[config.mk]
export PLATFORM = sky130hd
export DESIGN_NAME = seq_detect_ctrl
export DESIGN_NICKNAME = d
export VERILOG_FILES = /design/src/rtl/seq_detect_ctrl.sv
export SDC_FILE = /design/constraint.sdc
export NUM_CORES = 1
export LEC_CHECK = 0
export ABC_AREA = 1
export BUFFER_PORTS_ARGS = -buffer_cell sky130_fd_sc_hd__buf_2
export CAP_MARGIN = 20
export CELL_PAD_IN_SITES_DETAIL_PLACEMENT = 0
export CELL_PAD_IN_SITES_GLOBAL_PLACEMENT = 1
export CORE_AREA = 2 2 60 104
export CTS_BUF_LIST = sky130_fd_sc_hd__clkbuf_8 sky130_fd_sc_hd__clkbuf_16
export DETAILED_ROUTE_END_ITERATION = 12
export DIE_AREA = 0 0 62 106
export PLACE_DENSITY = 0.78
export SYNTH_ARGS = -nofsm -noshare
export SYNTH_HDL_FRONTEND = slang
export SYNTH_SLANG_ARGS = --single-unit
[constraint.sdc]
create_clock -name clk -period 2.2 [get_ports clk]
set_input_delay 0.44 -clock clk [delete_from_list [all_inputs] [get_ports clk]]
set_output_delay 0.44 -clock clk [all_outputs]
set_load 0.02 [all_outputs]
[src/rtl/seq_detect_ctrl.sv]
// Programmable serial sequence detector with arm/stop control,
// overlapping-match counting and auto-stop at a match limit.
module seq_detect_ctrl #(
  parameter int PAT_W = 6,
  parameter int LEN_W = 3,
  parameter int CNT_W = 8
) (
  input  logic             clk,
  input  logic             rst,
  input  logic             cfg_we,
  input  logic [PAT_W-1:0] cfg_pattern,
  input  logic [LEN_W-1:0] cfg_len,
  input  logic [CNT_W-1:0] match_limit,
  input  logic             start,
  input  logic             stop,
  input  logic             in,
  input  logic             in_valid,
  output logic             out,
  output logic             busy,
  output logic             done,
  output logic [CNT_W-1:0] match_cnt
);

  typedef enum logic [1:0] {
    IDLE,
    ARMED,
    DONE
  } state_t;

  localparam logic [LEN_W-1:0] PMAX = LEN_W'(PAT_W);

  state_t           state, state_nx;
  logic [PAT_W-1:0] pat_q;
  logic [LEN_W-1:0] len_q;
  logic [LEN_W-1:0] len_cl;
  // oldest history bit is never compared, so only PAT_W-1 bits are kept
  logic [PAT_W-2:0] hist_q;
  logic [PAT_W-1:0] hist_nx;
  logic [LEN_W-1:0] fill_q;
  logic [LEN_W-1:0] fill_nx;
  logic [CNT_W-1:0] cnt_q;
  logic [CNT_W-1:0] cnt_nx;
  logic [CNT_W-1:0] lim_q;
  logic [PAT_W-1:0] mask;
  logic             out_q;
  logic             shift;
  logic             match;
  logic             arm;
  logic             cfg_ok;

  assign len_cl = (cfg_len == '0 || cfg_len > PMAX)
                ? PMAX : cfg_len;
  assign hist_nx = {hist_q, in};
  assign fill_nx = (fill_q == PMAX)
                 ? PMAX : fill_q + 1'b1;
  assign cnt_nx = (&cnt_q) ? cnt_q : cnt_q + 1'b1;

  always_comb begin
    mask = '0;
    for (int i = 0; i < PAT_W; i++)
      mask[i] = (LEN_W'(i) < len_q);
  end

  assign shift = (state == ARMED) && in_valid && !stop;
  assign match = shift && (fill_nx >= len_q)
              && ((hist_nx & mask) == (pat_q & mask));
  assign cfg_ok = (state == IDLE) && cfg_we;

  always_comb begin
    state_nx = state;
    unique case (state)
      IDLE: begin
        if (start && !stop)
          state_nx = ARMED;
      end
      ARMED: begin
        if (stop)
          state_nx = IDLE;
        else if (match && lim_q != '0 && cnt_nx == lim_q)
          state_nx = DONE;
      end
      DONE: begin
        if (stop)
          state_nx = IDLE;
        else if (start)
          state_nx = ARMED;
      end
      default: state_nx = IDLE;
    endcase
  end

  assign arm = (state != ARMED) && (state_nx == ARMED);

  always_ff @(posedge clk or negedge rst) begin
    if (!rst) begin
      state  <= IDLE;
      pat_q  <= '0;
      len_q  <= PMAX;
      hist_q <= '0;
      fill_q <= '0;
      cnt_q  <= '0;
      lim_q  <= '0;
      out_q  <= 1'b0;
    end else begin
      state <= state_nx;
      out_q <= match;
      if (cfg_ok) begin
        pat_q <= cfg_pattern;
        len_q <= len_cl;
      end
      if (arm) begin
        hist_q <= '0;
        fill_q <= '0;
        cnt_q  <= '0;
        lim_q  <= match_limit;
      end else if (shift) begin
        hist_q <= hist_nx[PAT_W-2:0];
        fill_q <= fill_nx;
        if (match)
          cnt_q <= cnt_nx;
      end
    end
  end

  assign out       = out_q;
  assign busy      = (state == ARMED);
  assign done      = (state == DONE);
  assign match_cnt = cnt_q;

endmodule

**Word-level counts from Yosys, hierarchy flattened**

Index checks and enable logic that the tools add are counted.

- Flip-flop bits (word level): 36
- Bits of input ports: 24
- Output and inout port bits: 11
- Word-level logic and storage cells: 61

- Add/sub/neg operators: 2
- Order comparisons: 8
- Equality and inequality tests: 7
- Mux-type cells: 16
- Bitwise logic cells: 2
- Reduce and logical (&&, ||, !) cells: 18

Operator list:

| operator | count |
|---|---|
| two-way mux 8 bit | 4 |
| bitwise AND 6 bit | 2 |
| two-way mux 3 bit | 4 |
| two-way mux 2 bit | 5 |
| two-way mux 5 bit | 2 |
| logical AND 1 bit | 9 |
| adder 8 x 1 -> 8 bit, second input constant | 1 |
| == test 8 bit | 1 |
| AND reduction 8 bit | 1 |
| nonzero test 8 bit | 1 |
| == test 6 bit | 1 |
| < comparator 1 x 3 -> 1 bit, first input constant | 2 |
| < comparator 2 x 3 -> 1 bit, first input constant | 2 |
| < comparator 3 bit, first input constant | 2 |
| one-hot mux 2 bit (3 select lines) | 1 |
| == test 2 x 1 -> 1 bit, second input constant | 2 |
| nonzero test 2 bit | 2 |
| adder 3 x 1 -> 3 bit, second input constant | 1 |
| == test 3 bit, second input constant | 1 |
| >= comparator 3 bit | 1 |
| greater-than comparator 3 bit, second input constant | 1 |
| zero test 3 bit | 1 |
| == test 2 bit, second input constant | 1 |
| zero test 2 bit | 1 |
| other kinds (4) | 4 |

**Depth between registers and ports, before layout**

- Depth after elaboration: 14
- Gate-level depth with buffers: 17
- Depth with buffers taken out: 17

**Worst setup path after synthesis**

Ideal clock, no wire load.

- Path kind: reg-to-reg
- Start: register fill_q[0]
- End: register state[0]
- Data arrival time: 1.984 ns
- Data required time: 2.070 ns
- Setup slack: 0.086 ns
- Cell stages (with the launch flop): 17
- Buffers on the path: 0
- Clock period less this slack: 2.114 ns
- Cell sequence: dfrtp_1 > inv_1 > ha_1 > nand2_1 > inv_1 > a21oi_1 > o21ai_0 > ha_1 > nand3_1 > nand3_1 > nand3_4 > nor2_8 > nand3_2 > nor2_1 > nand3_1 > nand2_1 > nand2_1

- Cells in the longest elaborated chain, start to end: 10

Ends and longest elaborated chain:

| element | RTL line | text |
|---|---|---|
| start, declared | 39 | `logic [LEN_W-1:0] fill_q;` |
| start signal, assigned | 118 | `fill_q <= fill_nx;` |
| adder 3 x 1 -> 3 bit or == test 3 bit (tied branches) | 55, 54 |  |
| two-way mux 3 bit * | 55 | `? PMAX : fill_q + 1'b1;` |
| >= comparator 3 bit * | 65 | `assign match = shift && (fill_nx >= len_q)` |
| logical AND 1 bit * | 65 |  |
| logical AND 1 bit * | 66 | `&& ((hist_nx & mask) == (pat_q & mask));` |
| net match | 47 | `logic match;` |
| logical AND 1 bit * (2 in a row) | 79 | `else if (match && lim_q != '0 && cnt_nx == lim_q)` |
| two-way mux 2 bit * | 79 |  |
| two-way mux 2 bit * | 77 | `if (stop)` |
| one-hot mux 2 bit (3 select lines) * | 71 | `unique case (state)` |
| net state_nx[0] | 32 | `state_t state, state_nx;` |
| end signal, assigned | 105 | `state <= state_nx;` |
| end, declared | 32 |  |

Mark *: on every way through the listed nets, which the timed path passes. The rest lies on a longest branch.
A chain may end at the register's enable or synchronous reset.

**Worst setup path after layout**

- Start: register fill_q[1]
- End: register state[0]

The elaborated chain is that of the path after synthesis.

==> flow_summary.toml <==
[outcome]
status = "finished, final reports clean"

[place]
portBuffers = 34
dp_hpwl_mm = 3.49
place.gp.congestion = 0.774
place_area_um2 = 2360

[grt]
grt_max_degree = 37
antenna_found_initial = 0
gr-total-overflow = 0
grt_pass1_wl_mm = 7.47
grt_pass1_vias = 1762
track_usage_pct = 15.0

[synthesis]
synth_area_leaders = "dfrtp_1 (41%), nand2_1 (15%), inv_1 (6.7%)"
syn-cell-area_um2 = 2070
synth.top_cell.area_share_pct = 41.2
syn_inst = 264
ys_warn_count = 0
synth.yosys.seq_area_share_pct = 43.7
synth.net_count = 294
synth_top_area_cell = "dfrtp_1"
ys_ff_latch = 36
synth_top_flop_cell = "dfrtp_1"
yosysUniqueCellTypes = 32
async_reset_ff_share_pct = 100
synth_edf_count = 0
synth.avg_cell_area_um2 = 7.82

[clock_tree]
clk_root_buffer_cell = "clkbuf_8"
ctsHoldBuffers = 0
cts_buffer_depth = 2
cts.clk_slew.worst_paths_ns = 0.08
cts_buffers = 5
worstSkewPairLatency_ns = 0.30
htree_num_levels = 2
cts_tree = "yes"
cts_num_sinks = 36

[routing]
drtAntennaViolNets = 0
vias = 1818
routed_wl_mm = 4.63
wl_per_cell_um = 11.9
drt_pass1_iterations = 4
drc = 0
drtIter0Drc = 74
vias_per_cell = 4.66

[finish]
antenna_cells = 0
mostFrequentLayoutCells = "nand2_1 (80), inv_1 (35), dfrtp_1 (34), buf_2 (34), nor2_1 (20)"
final_common_cell = "nand2_1"
final_layout_size_suffix_gt1_share_pct = 26.0
area_delta_synth_final_pct = 24.6
fill_cells = 609
design_area_um2 = 2570
finalNetCount = 341

[pwr]
leakagePower_nw = 1.30
p_total_mw = 1.87
ir_worst_vdd_uv = 360
powerDensity_nw_per_um2 = 728

[sta]
report.final.slew_viol_count = 0
fmax_mhz = 466
fin_skew_ns = 0.0122
worstMarginPinSlew_ns = 0.795
finalHoldViolCount = 0
setup_viol = 0
grt_setup_unrepaired = "yes"
min_period_over_period_pct = 97.5
period_minus_slack_ns = 2.15
slew_headroom_pct = 47.0

[setup_path]
crit_type = "reg -> reg"
path_max_fanout = 3
cp-end-kind = "flop"
arrival_ns = 2.32
cp_data_required_time_ns = 2.38
startpoint_type = "flop"

[floorplan]
core_um2 = 5790
fp.dieH_um = 106
ios = 35
start_util_pct = 35.7
die_w_um = 62
row_count = 37
die_area_um2 = 6570

[hold_path]
min_path_type = "in -> async"

[job]
maxCapViolCount = 0
## power breakdown
part	switching, mW	internal, mW	leakage, nW
combinational	0.272	0.209	0.790
clock	0.249	0.335	0.0541
sequential	0.0669	0.743	0.458
## cells in the mapped netlist, drive strengths merged (3+ instances only)
master,n
o22ai,6
xor2,3
ha,6
a21oi,9
nand2,82
nor2,24
o21ai,19
nand3,22
dfrtp,34
inv,38
mux2,3
## worst max-delay path: stages, from the launching register on
cell	delay, ns
dfrtp_1	0.42
ha_2	0.21
nand2_2	0.08
inv_2	0.04
a21oi_2	0.11
o21ai_2	0.10
ha_4	0.30
nand3_2	0.07
nand3_2	0.09
nand3_4	0.12
nor2_8	0.11
nand3_2	0.06
nor2_1	0.09
nand3_1	0.10
nand2_1	0.08
nand2_1	0.04
## timing repair
item,4_1_cts,5_1_grt
resized for setup,3,14
pin swaps,1,11
setup endpoints to repair,10,10
buffers inserted,1,2
## final cells by class
class / count / area (um^2) / area share (%)
Clock buffer: 5 / 68.8 / 2.67
Multi-Input combinational cell: 187 / 1080 / 42.0
Clock inverter: 3 / 42.5 / 1.65
Sequential cell: 36 / 903 / 35.1
Tap cell: 78 / 97.6 / 3.79
Inverter: 38 / 143 / 5.54
Timing Repair Buffer: 43 / 238 / 9.24
## state kept, by name, summed over array words and instances, names as in the netlist
signal	cells
pat_q	6
len_q	3
lim_q	8
hist_q	5
state	2
fill_q	3
out	1
match_cnt	8
## layer usage
metal | routed length [um] | global-route usage [%] | share of wire, %
met2 | 2560 | 26.3 | 55
met1 | 1770 | 16.4 | 38
met3 | 161 | 3.41 | 3.5
met4 | 133 | 6.08 | 2.9
met5 | 0 | 0 | 0
## through the flow
step                      instances  TNS, ns  setup slack, ns  util, %  hold slack (ns)
after global routing            390  -0.0853          -0.0708     44.5            0.288
after global placement          379   -0.812           -0.108     40.8            0.501
after CTS                       388        0           0.0161     43.0            0.256
after detailed placement        379    -1.57           -0.194     40.8            0.502
final                           390        0           0.0548     44.5            0.222
after floorplan                 264        0           0.0863        -            0.144
## logic make-up (layout without fill, tap and decap cells)
kind of cell	after synthesis	count (layout)	synth area share, %
adders and majority gates	6	6	3.63
DFF	36	36	43.7
xor gates and xnor gates	6	6	3.21
and+or+nand+nor	134	134	29.9
AOI/OAI and AO/OA	38	38	10.1
buffers and inverters	41	89	7.81
muxes	3	3	1.64
## path summary, 6_finish.rpt
path,endpoint,start,depth (start not counted),slack (ns)
max,state[0],fill_q[1],15,0.05
max reg2reg,state[0],fill_q[1],15,0.05
min reg2reg,pat_q[4],pat_q[4],2,0.52
min,out,rst,1,0.22
max in group asynchronous,fill_q[0],rst,1,1.47
min in group clk,pat_q[4],cfg_pattern[4],3,0.34
(Power assumes the default switching activity.)
